===== config.mk =====
export PLATFORM = sky130hd
export DESIGN_NAME = pcie_quad_merge
export DESIGN_NICKNAME = d
export VERILOG_FILES = /design/src/rtl/pcie_video_pkg.sv /design/src/rtl/pcie_quad_tag_pipe.sv /design/src/rtl/pcie_quad_merge.sv
export SDC_FILE = /design/constraint.sdc
export NUM_CORES = 1
export LEC_CHECK = 0
export CAP_MARGIN = 20
export CORE_ASPECT_RATIO = 0.6
export CORE_MARGIN = 1
export CORE_UTILIZATION = 44
export CTS_CLUSTER_SIZE = 25
export DETAILED_ROUTE_END_ITERATION = 8
export PLACE_DENSITY = 0.82
export REMOVE_ABC_BUFFERS = 1
export SLEW_MARGIN = 20
export SYNTH_ARGS = -nofsm -noshare
export SYNTH_HDL_FRONTEND = slang
export SYNTH_SLANG_ARGS = --single-unit

===== constraint.sdc =====
create_clock -name pclk_div2 -period 2.2 [get_ports pclk_div2]
set_input_delay 0.22 -clock pclk_div2 [delete_from_list [all_inputs] [get_ports pclk_div2]]
set_output_delay 0.22 -clock pclk_div2 [all_outputs]
set_load 0.005 [all_outputs]

===== src/rtl/pcie_video_pkg.sv =====
// Shared video geometry defaults, quadrant encoding and read-tag layout for
// the PCIe quadrant merge path.
package pcie_video_pkg;

   localparam int unsigned H_ACT_DEF   = 1920;
   localparam int unsigned V_ACT_DEF   = 1080;
   localparam int unsigned H_SPLIT_DEF = 960;
   localparam int unsigned V_SPLIT_DEF = 540;

   typedef enum logic [1:0] {
      QA = 2'd0,
      QB = 2'd1,
      QC = 2'd2,
      QD = 2'd3
   } quad_e;

   typedef struct packed {
      logic  valid;
      quad_e quad;
      logic  uf;
   } tag_t;

   // Bit 1 selects bottom half, bit 0 selects right half.
   function automatic quad_e quad_of(input logic [15:0] x, input logic [15:0] y,
                                     input logic [15:0] h_split, input logic [15:0] v_split);
      quad_of = quad_e'({y >= v_split, x >= h_split});
   endfunction

endpackage


===== src/rtl/pcie_quad_tag_pipe.sv =====
// RD_LAT-deep shift register of read tags, aligning each beat's quadrant and
// underflow flag with the FIFO read data. Synchronous flush drops all tags.
module pcie_quad_tag_pipe
   import pcie_video_pkg::*;
#(
   parameter int unsigned RD_LAT = 1
) (
   input  logic i_clk,
   input  logic i_rst_n,
   input  logic i_flush,
   input  tag_t i_tag,
   output tag_t o_tag
);

   tag_t r_pipe [RD_LAT];

   always_ff @(posedge i_clk or negedge i_rst_n) begin
      if (!i_rst_n) begin
         for (int unsigned i = 0; i < RD_LAT; i++) r_pipe[i] <= '0;
      end else if (i_flush) begin
         for (int unsigned i = 0; i < RD_LAT; i++) r_pipe[i] <= '0;
      end else begin
         r_pipe[0] <= i_tag;
         for (int unsigned i = 1; i < RD_LAT; i++) r_pipe[i] <= r_pipe[i-1];
      end
   end

   assign o_tag = r_pipe[RD_LAT-1];

endmodule


===== src/rtl/pcie_quad_merge.sv =====
// Merges four quadrant read FIFOs into one raster pixel stream with SOF/EOL/EOF
// markers, quadrant-order checking, underflow and frame statistics.
module pcie_quad_merge
   import pcie_video_pkg::*;
#(
   parameter int unsigned DATA_W  = 32,
   parameter int unsigned H_ACT   = H_ACT_DEF,
   parameter int unsigned V_ACT   = V_ACT_DEF,
   parameter int unsigned H_SPLIT = H_SPLIT_DEF,
   parameter int unsigned V_SPLIT = V_SPLIT_DEF,
   parameter int unsigned RD_LAT  = 1
) (
   input  logic              pclk_div2,
   input  logic              sys_rst_n,
   input  logic              pcie_data_in_enable,
   input  logic              dma_rd_A_rden,
   input  logic [DATA_W-1:0] dma_rd_A_data,
   input  logic              dma_rd_A_empty,
   input  logic              dma_rd_B_rden,
   input  logic [DATA_W-1:0] dma_rd_B_data,
   input  logic              dma_rd_B_empty,
   input  logic              dma_rd_C_rden,
   input  logic [DATA_W-1:0] dma_rd_C_data,
   input  logic              dma_rd_C_empty,
   input  logic              dma_rd_D_rden,
   input  logic [DATA_W-1:0] dma_rd_D_data,
   input  logic              dma_rd_D_empty,
   output logic [DATA_W-1:0] pix_data,
   output logic              pix_valid,
   output logic              pix_sof,
   output logic              pix_eol,
   output logic              pix_eof,
   output logic [15:0]       underflow_cnt,
   output logic [15:0]       frame_cnt,
   output logic              quad_err
);

   logic [3:0]        w_rden;
   logic              w_onehot, w_multi, w_beat, w_empty_sel, w_quad_bad;
   logic              w_x_last, w_y_last, w_xin_last, w_yin_last;
   quad_e             w_quad;
   tag_t              w_tag_in, w_tag_out;
   logic [DATA_W-1:0] w_mux;

   logic [DATA_W-1:0] r_pix_data;
   logic              r_pix_valid;
   logic [15:0]       r_x, r_y, r_x_in, r_y_in;
   logic [15:0]       r_underflow_cnt, r_frame_cnt;
   logic              r_quad_err;

   assign w_rden = {dma_rd_D_rden, dma_rd_C_rden, dma_rd_B_rden, dma_rd_A_rden};

   always_comb begin
      w_quad      = QA;
      w_empty_sel = 1'b0;
      case (w_rden)
         4'b0001: begin w_quad = QA; w_empty_sel = dma_rd_A_empty; end
         4'b0010: begin w_quad = QB; w_empty_sel = dma_rd_B_empty; end
         4'b0100: begin w_quad = QC; w_empty_sel = dma_rd_C_empty; end
         4'b1000: begin w_quad = QD; w_empty_sel = dma_rd_D_empty; end
         default: ;
      endcase
   end

   assign w_onehot   = (w_rden != 4'd0) && ((w_rden & (w_rden - 4'd1)) == 4'd0);
   assign w_multi    = (w_rden != 4'd0) && !w_onehot;
   assign w_beat     = pcie_data_in_enable && w_onehot;
   assign w_quad_bad = pcie_data_in_enable &&
                       (w_multi || (w_onehot &&
                        w_quad != quad_of(r_x_in, r_y_in, 16'(H_SPLIT), 16'(V_SPLIT))));

   assign w_tag_in = '{valid: w_beat, quad: w_quad, uf: w_beat & w_empty_sel};

   pcie_quad_tag_pipe #(
      .RD_LAT (RD_LAT)
   ) u_tag_pipe (
      .i_clk   (pclk_div2),
      .i_rst_n (sys_rst_n),
      .i_flush (!pcie_data_in_enable),
      .i_tag   (w_tag_in),
      .o_tag   (w_tag_out)
   );

   always_comb begin
      w_mux = '0;
      case (w_tag_out.quad)
         QA: w_mux = dma_rd_A_data;
         QB: w_mux = dma_rd_B_data;
         QC: w_mux = dma_rd_C_data;
         QD: w_mux = dma_rd_D_data;
         default: ;
      endcase
   end

   // Underflow beats still occupy a raster slot, carried as zero data.
   always_ff @(posedge pclk_div2 or negedge sys_rst_n) begin
      if (!sys_rst_n) begin
         r_pix_valid <= 1'b0;
         r_pix_data  <= '0;
      end else if (!pcie_data_in_enable) begin
         r_pix_valid <= 1'b0;
         r_pix_data  <= '0;
      end else begin
         r_pix_valid <= w_tag_out.valid;
         r_pix_data  <= (w_tag_out.valid && !w_tag_out.uf) ? w_mux : '0;
      end
   end

   assign w_x_last   = (r_x == 16'(H_ACT - 1));
   assign w_y_last   = (r_y == 16'(V_ACT - 1));
   assign w_xin_last = (r_x_in == 16'(H_ACT - 1));
   assign w_yin_last = (r_y_in == 16'(V_ACT - 1));

   // Output x/y track the pixel currently presented; input x/y track the next read.
   always_ff @(posedge pclk_div2 or negedge sys_rst_n) begin
      if (!sys_rst_n) begin
         r_x             <= '0;
         r_y             <= '0;
         r_x_in          <= '0;
         r_y_in          <= '0;
         r_underflow_cnt <= '0;
         r_frame_cnt     <= '0;
         r_quad_err      <= 1'b0;
      end else if (!pcie_data_in_enable) begin
         r_x    <= '0;
         r_y    <= '0;
         r_x_in <= '0;
         r_y_in <= '0;
      end else begin
         if (r_pix_valid) begin
            if (w_x_last) begin
               r_x <= '0;
               if (w_y_last) begin
                  r_y         <= '0;
                  r_frame_cnt <= r_frame_cnt + 16'd1;
               end else begin
                  r_y <= r_y + 16'd1;
               end
            end else begin
               r_x <= r_x + 16'd1;
            end
         end
         if (w_beat) begin
            if (w_xin_last) begin
               r_x_in <= '0;
               r_y_in <= w_yin_last ? 16'd0 : r_y_in + 16'd1;
            end else begin
               r_x_in <= r_x_in + 16'd1;
            end
            if (w_empty_sel && r_underflow_cnt != 16'hFFFF)
               r_underflow_cnt <= r_underflow_cnt + 16'd1;
         end
         if (w_quad_bad) r_quad_err <= 1'b1;
      end
   end

   assign pix_data      = r_pix_data;
   assign pix_valid     = r_pix_valid;
   assign pix_sof       = r_pix_valid && (r_x == 16'd0) && (r_y == 16'd0);
   assign pix_eol       = r_pix_valid && w_x_last;
   assign pix_eof       = r_pix_valid && w_x_last && w_y_last;
   assign underflow_cnt = r_underflow_cnt;
   assign frame_cnt     = r_frame_cnt;
   assign quad_err      = r_quad_err;

endmodule


# ---- Word level (Yosys, flattened, before mapping)
# Cells that the tools add are included.
dict set report op_classes {
  order_cmp 2
  reduce_logical 24
  muxes 21
  n_addsub 7
  eq_ne 17
  n_bitwise 2
}
# op count
set op_table {}
lappend op_table {{$mux W16} 14}
lappend op_table {{$pmux W32 S4} 1}
lappend op_table {{$add A16 B1 Y16 const B} 6}
lappend op_table {{$eq A16 B11 Y1 const B} 4}
lappend op_table {{$mux W32} 2}
lappend op_table {{$ge A16 B10 Y1 const B} 2}
lappend op_table {{$logic_not A16 Y1} 2}
lappend op_table {{$ne A16 B16 Y1 const B} 1}
lappend op_table {{$logic_and A1 B1 Y1} 11}
lappend op_table {{$ne A2 B1 Y1 const B} 4}
lappend op_table {{$pmux W2 S3} 1}
lappend op_table {{$reduce_and A2 Y1} 3}
lappend op_table {{$and A4 B4 Y4} 1}
lappend op_table {{$eq A2 B2 Y1 const B} 2}
lappend op_table {{$eq A4 B1 Y1 const B} 1}
lappend op_table {{$eq A4 B2 Y1 const B} 1}
lappend op_table {{$eq A4 B3 Y1 const B} 1}
lappend op_table {{$eq A4 B4 Y1 const B} 1}
lappend op_table {{$logic_not A4 Y1} 1}
lappend op_table {{$mux W4} 1}
lappend op_table {{$pmux W1 S4} 1}
lappend op_table {{$reduce_and A4 Y1} 1}
lappend op_table {{$reduce_bool A4 Y1} 1}
lappend op_table {{$sub A4 B1 Y4 const B} 1}
lappend op_table {{other kinds (8)} 9}
dict set report totals {
  wordCells 85
  out_inout_bits 69
  ff_bits 134
}

# ---- Depth between registers and ports, before layout
dict set report depth {
  ltp_word 9
  mapped_depth 8
  depth_no_buf 6
}

# ---- Hierarchy
# Synthesis repeated with hierarchy kept, for this count alone.
dict set report hier_totals {
  cells_unflattened 730
  hier_area_um2 7591.0
}
# mod area_each_um2 cells_each n_inst seq_area_each_um2
set modules_own_cells {}
lappend modules_own_cells {pcie_quad_merge 7465.9 722 1 3253.1}
lappend modules_own_cells {pcie_quad_tag_pipe 125.1 8 1 100.1}

# ---- Worst setup path before layout
# Ideal clock, no wire load.
dict set report synth_path {
  kind {register to register}
  startpoint {reg r_y_in[0]}
  endpoint {reg r_y_in[8]}
  arrival_ps 2017
  path_buffers 1
  required_ps 2074
  period_less_slack_ps 2143
  slack_ps 57
  stages_incl_launch_ff 8
  cell_sequence {dfrtp_1 > ha_1 > or4b_1 > nor4_4 > nor4_4 > and2_4 > buf_6 > a221o_1}
}
dict set report synth_via {
  elab_chain_len 5
  elab_cells_between_ends 6
}
# item line_no
set synth_lines {}
lappend synth_lines {{from (decl)} pcie_quad_merge.sv:47} ;# logic [15:0] r_x, r_y, r_x_in, r_y_in;
lappend synth_lines {{from (signal assigned)} pcie_quad_merge.sv:146} ;# r_y_in <= w_yin_last ? 16'd0 : r_y_in + 16'd1;
lappend synth_lines {{$add A16 B1 Y16 or $eq A16 B11 Y1 (tied branches)} {pcie_quad_merge.sv:146, pcie_quad_merge.sv:112}}
lappend synth_lines {{$mux W16 *} pcie_quad_merge.sv:146}
lappend synth_lines {{$mux W16 *} pcie_quad_merge.sv:144} ;# if (w_xin_last) begin
lappend synth_lines {{$mux W16 *} pcie_quad_merge.sv:143} ;# if (w_beat) begin
lappend synth_lines {{$mux W16 *} pcie_quad_merge.sv:124} ;# end else if (!pcie_data_in_enable) begin
# Every way passes the cells marked *; elsewhere a longest branch is shown, timed or not. The select of a mux whose other input is x is not followed.
# A chain may end at the register's enable or synchronous reset.

# ---- Worst setup path after layout
dict set report layout_path {
  startpoint {reg r_y_in[13]}
  endpoint {reg r_y_in[2]}
}
dict set report layout_via {
  elab_chain_len 5
}
# item line_no
set layout_lines {}
lappend layout_lines {{$eq A16 B11 Y1} pcie_quad_merge.sv:112} ;# assign w_yin_last = (r_y_in == 16'(V_ACT - 1));
lappend layout_lines {{$mux W16} pcie_quad_merge.sv:146}
lappend layout_lines {{$mux W16} pcie_quad_merge.sv:144}
lappend layout_lines {{$mux W16} pcie_quad_merge.sv:143}
lappend layout_lines {{$mux W16} pcie_quad_merge.sv:124}
# Every way passes these cells. The select of a mux whose other input is x is not followed.

==> impl_metrics.env <==
export IMPL_status="finished, final reports clean"
export IMPL_layout_setup_ws_ps=42.9
export IMPL_die_h_um=103
export IMPL_std_cell_rows=36
export IMPL_rrSetupSlack_ps=40
export IMPL_path_clk_slew_ps=60
export IMPL_gr_total_overflow=0
export IMPL_dieArea_um2=17500
export IMPL_fin_setup_tns_ps=0
export IMPL_grt_max_degree=78
export IMPL_first_iter_violations=525
export IMPL_r2r_cells=6
export IMPL_synth_area_leader_cell="dfrtp_1"
export IMPL_critPathCaptureType="register"
export IMPL_start_kind="register"
export IMPL_tritoncts="done"
export IMPL_synthCells=704
export IMPL_wl_per_cell_um=17.7
export IMPL_area_growth_pct=46.3
export IMPL_grt_pass1_wl_um=35400
export IMPL_place_congestion=0.911
export IMPL_port_buffers=207
export IMPL_drv_cap=0
export IMPL_fin_crit_sh_pct=98.1
export IMPL_reg2reg_to="r_y_in[2]$_DFFE_PN0P_"
export IMPL_yosys_cell_types_count=68
export IMPL_die_w_um=170
export IMPL_setup_viol=0
export IMPL_drc=0
export IMPL_tightest_slew_ps=733
export IMPL_cp_required_ps=2470
export IMPL_fmax_mhz=464
export IMPL_viasPerCell=5.67
export IMPL_drtAntennaViolNets=0
export IMPL_syn_area_um2=7460
export IMPL_synth_warnings=0
export IMPL_firstDrtPassIters=5
export IMPL_dp_cells=1172
export IMPL_slew_headroom_pct=51.1
export IMPL_wirelength_um=21400
export IMPL_slew_violations=0
export IMPL_cp_max_fo=4
export IMPL_ys_ff_latch=134
export IMPL_nNetsFinal=1116
export IMPL_track_usage_pct=26.3
export IMPL_async_flop_share_pct=100
export IMPL_cts_max_level=4
export IMPL_initial_core_util_pct=45.5
export IMPL_synthTopCellsByCount="dfrtp_1 (134), nand3_1 (46), nor2_1 (46)"
export IMPL_place_detailed_hpwl_um=16000
export IMPL_fp_coreArea_um2=16400
export IMPL_synth_area_top_cells="dfrtp_1 (45%), mux4_2 (9.7%), xnor2_1 (5.0%), nand3_1 (3.1%), nor2b_1 (2.9%)"
export IMPL_synth_edf_count=0
export IMPL_yosysTopAreaCellShare_pct=45.0
export IMPL_drive_above_1_share_pct=17.7
export IMPL_yosysSeqAreaShare_pct=45.0
export IMPL_vias=6846
export IMPL_antennaDiodeCount=0
export IMPL_power_density_nw_per_um2=567
export IMPL_leakage_nw=4.52
export IMPL_ys_flop_type="dfrtp_1"
export IMPL_fin_util_pct=66.6
export IMPL_fin_skew_ps=10.6
export IMPL_clock_latency_ps=430
export IMPL_stdcell_count=1208
export IMPL_numCtsBuffers=17
export IMPL_postSynthAreaPerCell_um2=10.6
export IMPL_clockRootBuffer="clkbuf_16"
export IMPL_crit_type="register to register"
export IMPL_timing_rr_start="r_y_in[13]$_DFFE_PN0P_"
export IMPL_hold_viol=0
export IMPL_antenna_found_initial=0
export IMPL_hold_path_class="primary input to async pin"
export IMPL_io_pins=208
export IMPL_slowest_stage="or4_4"
export IMPL_slowest_delay_ps=570
export IMPL_timing_critical_path_arrival_ps=2430
export IMPL_path_delay_family="simple AND/OR/NAND/NOR gates"
export IMPL_grt_pass1_vias=6888
export IMPL_ir_worst_vdd_mv=0.549
export IMPL_fin_crit_ps=2160
export IMPL_crit_chain="or4_4, nor4_4, buf_4, nor3_1, o31ai_1, o21ai_0"
export IMPL_clock_sinks=134
export IMPL_path_buf_inv=1
export IMPL_synth_most_common_cell="dfrtp_1"
export IMPL_cts_path_max_buffers=2
export IMPL_pre_cts_slack_ps=-70.3
## logic make-up after synthesis
family | Yosys count | synth area share (%)
compound gates | 107 | 9.73
mux | 37 | 10.4
flops | 134 | 45.0
simple gates | 312 | 24.0
xor+xnor | 53 | 6.22
buf+inv | 51 | 3.04
fa+ha+maj | 10 | 1.68
## through the flow
stage / total power [mW] / hold slack [ps] / cell area [um2]
6_report: 6.19 / 388 / 10900
4_1_cts: 6.22 / 426 / 10900
3_3_place_gp: 3.38 / 293 / 10200
3_5_place_dp: 3.40 / 295 / 10200
5_1_grt: 6.42 / 459 / 10900
2_1_floorplan: 2.88 / -75.6 / 7300
## where the power goes
group | leakage, nW | switching [mW] | total, mW | internal (mW)
combinational | 2.40 | 0.306 | 0.788 | 0.481
clock | 0.281 | 1.14 | 2.82 | 1.68
sequential | 1.84 | 0.0601 | 2.58 | 2.52
total | 4.52 | 1.51 | 6.19 | 4.68
## worst max-delay path by stage
| stage | from | endpoint | cells past startpoint |
|---|---|---|---|
| floorplan | u_tag_pipe.o_tag[1]$_DFF_PN0_ | pix_data[0]$_DFF_PN0_ | 2 |
| global placement | r_x_in[11]$_DFFE_PN0P_ | r_y_in[1]$_DFFE_PN0P_ | 5 |
| detailed placement | dma_rd_D_rden | r_x_in[9]$_DFFE_PN0P_ | 7 |
| CTS | r_x_in[12]$_DFFE_PN0P_ | r_y_in[7]$_DFFE_PN0P_ | 5 |
| global route | r_x_in[12]$_DFFE_PN0P_ | r_y_in[7]$_DFFE_PN0P_ | 5 |
| finish | r_y_in[13]$_DFFE_PN0P_ | r_y_in[2]$_DFFE_PN0P_ | 6 |
## sequential cells by signal, indices dropped and copies added, names as in the netlist
name	count
pix_data	32
frame_cnt	16
r_x	16
r_x_in	16
r_y	16
r_y_in	16
underflow_cnt	16
u_tag_pipe.o_tag	4
pix_valid	1
quad_err	1
## metal layers
layer / vias up / global-route usage (%) / wire length, um
met5: - / 0 / 0
met4: 0 / 8.25 / 345
met3: 37 / 5.95 / 1610
met2: 325 / 42.5 / 10100
met1: 3329 / 35.5 / 9370
li1: 3155 / - / -
## final cells by class
cell class,instances,area [um2]
timing repair buffer,278,2650
multi-input combinational,519,3980
fill,1245,5480
clock inverter,14,151
inverter,17,63.8
clock buffer,18,429
sequential,134,3350
tap,228,285
## what timing repair did
item / CTS / global route
setup endpoints to repair: 7 / 13
hold endpoints to repair: 74 / 0
buffers inserted: 3 / 0
pin swaps: 4 / 3
hold buffers: 1 / 0
gates resized for setup: 18 / 11
## layout by cell type, fill, tap and decap left out, types with 6 or more instances in the layout
| cell | instances |
|---|---|
| nand2_1 | 38 |
| or3_1 | 7 |
| mux4_2 | 32 |
| nor3_1 | 9 |
| nor2_1 | 45 |
| a21oi_1 | 23 |
| nor4_1 | 10 |
| dfrtp_1 | 133 |
| xnor2_1 | 43 |
| o31ai_1 | 10 |
| buf_4 | 66 |
| and3_1 | 29 |
| ha_1 | 9 |
| inv_1 | 16 |
| nand3_1 | 46 |
| or4_1 | 8 |
| clkbuf_16 | 17 |
| a221o_1 | 6 |
| xor2_1 | 10 |
| o21ai_0 | 23 |
| and2_1 | 11 |
| nand4_1 | 29 |
| clkdlybuf4s50_1 | 203 |
| nor2b_1 | 34 |
Note: power is estimated with default switching activity, not from simulation.
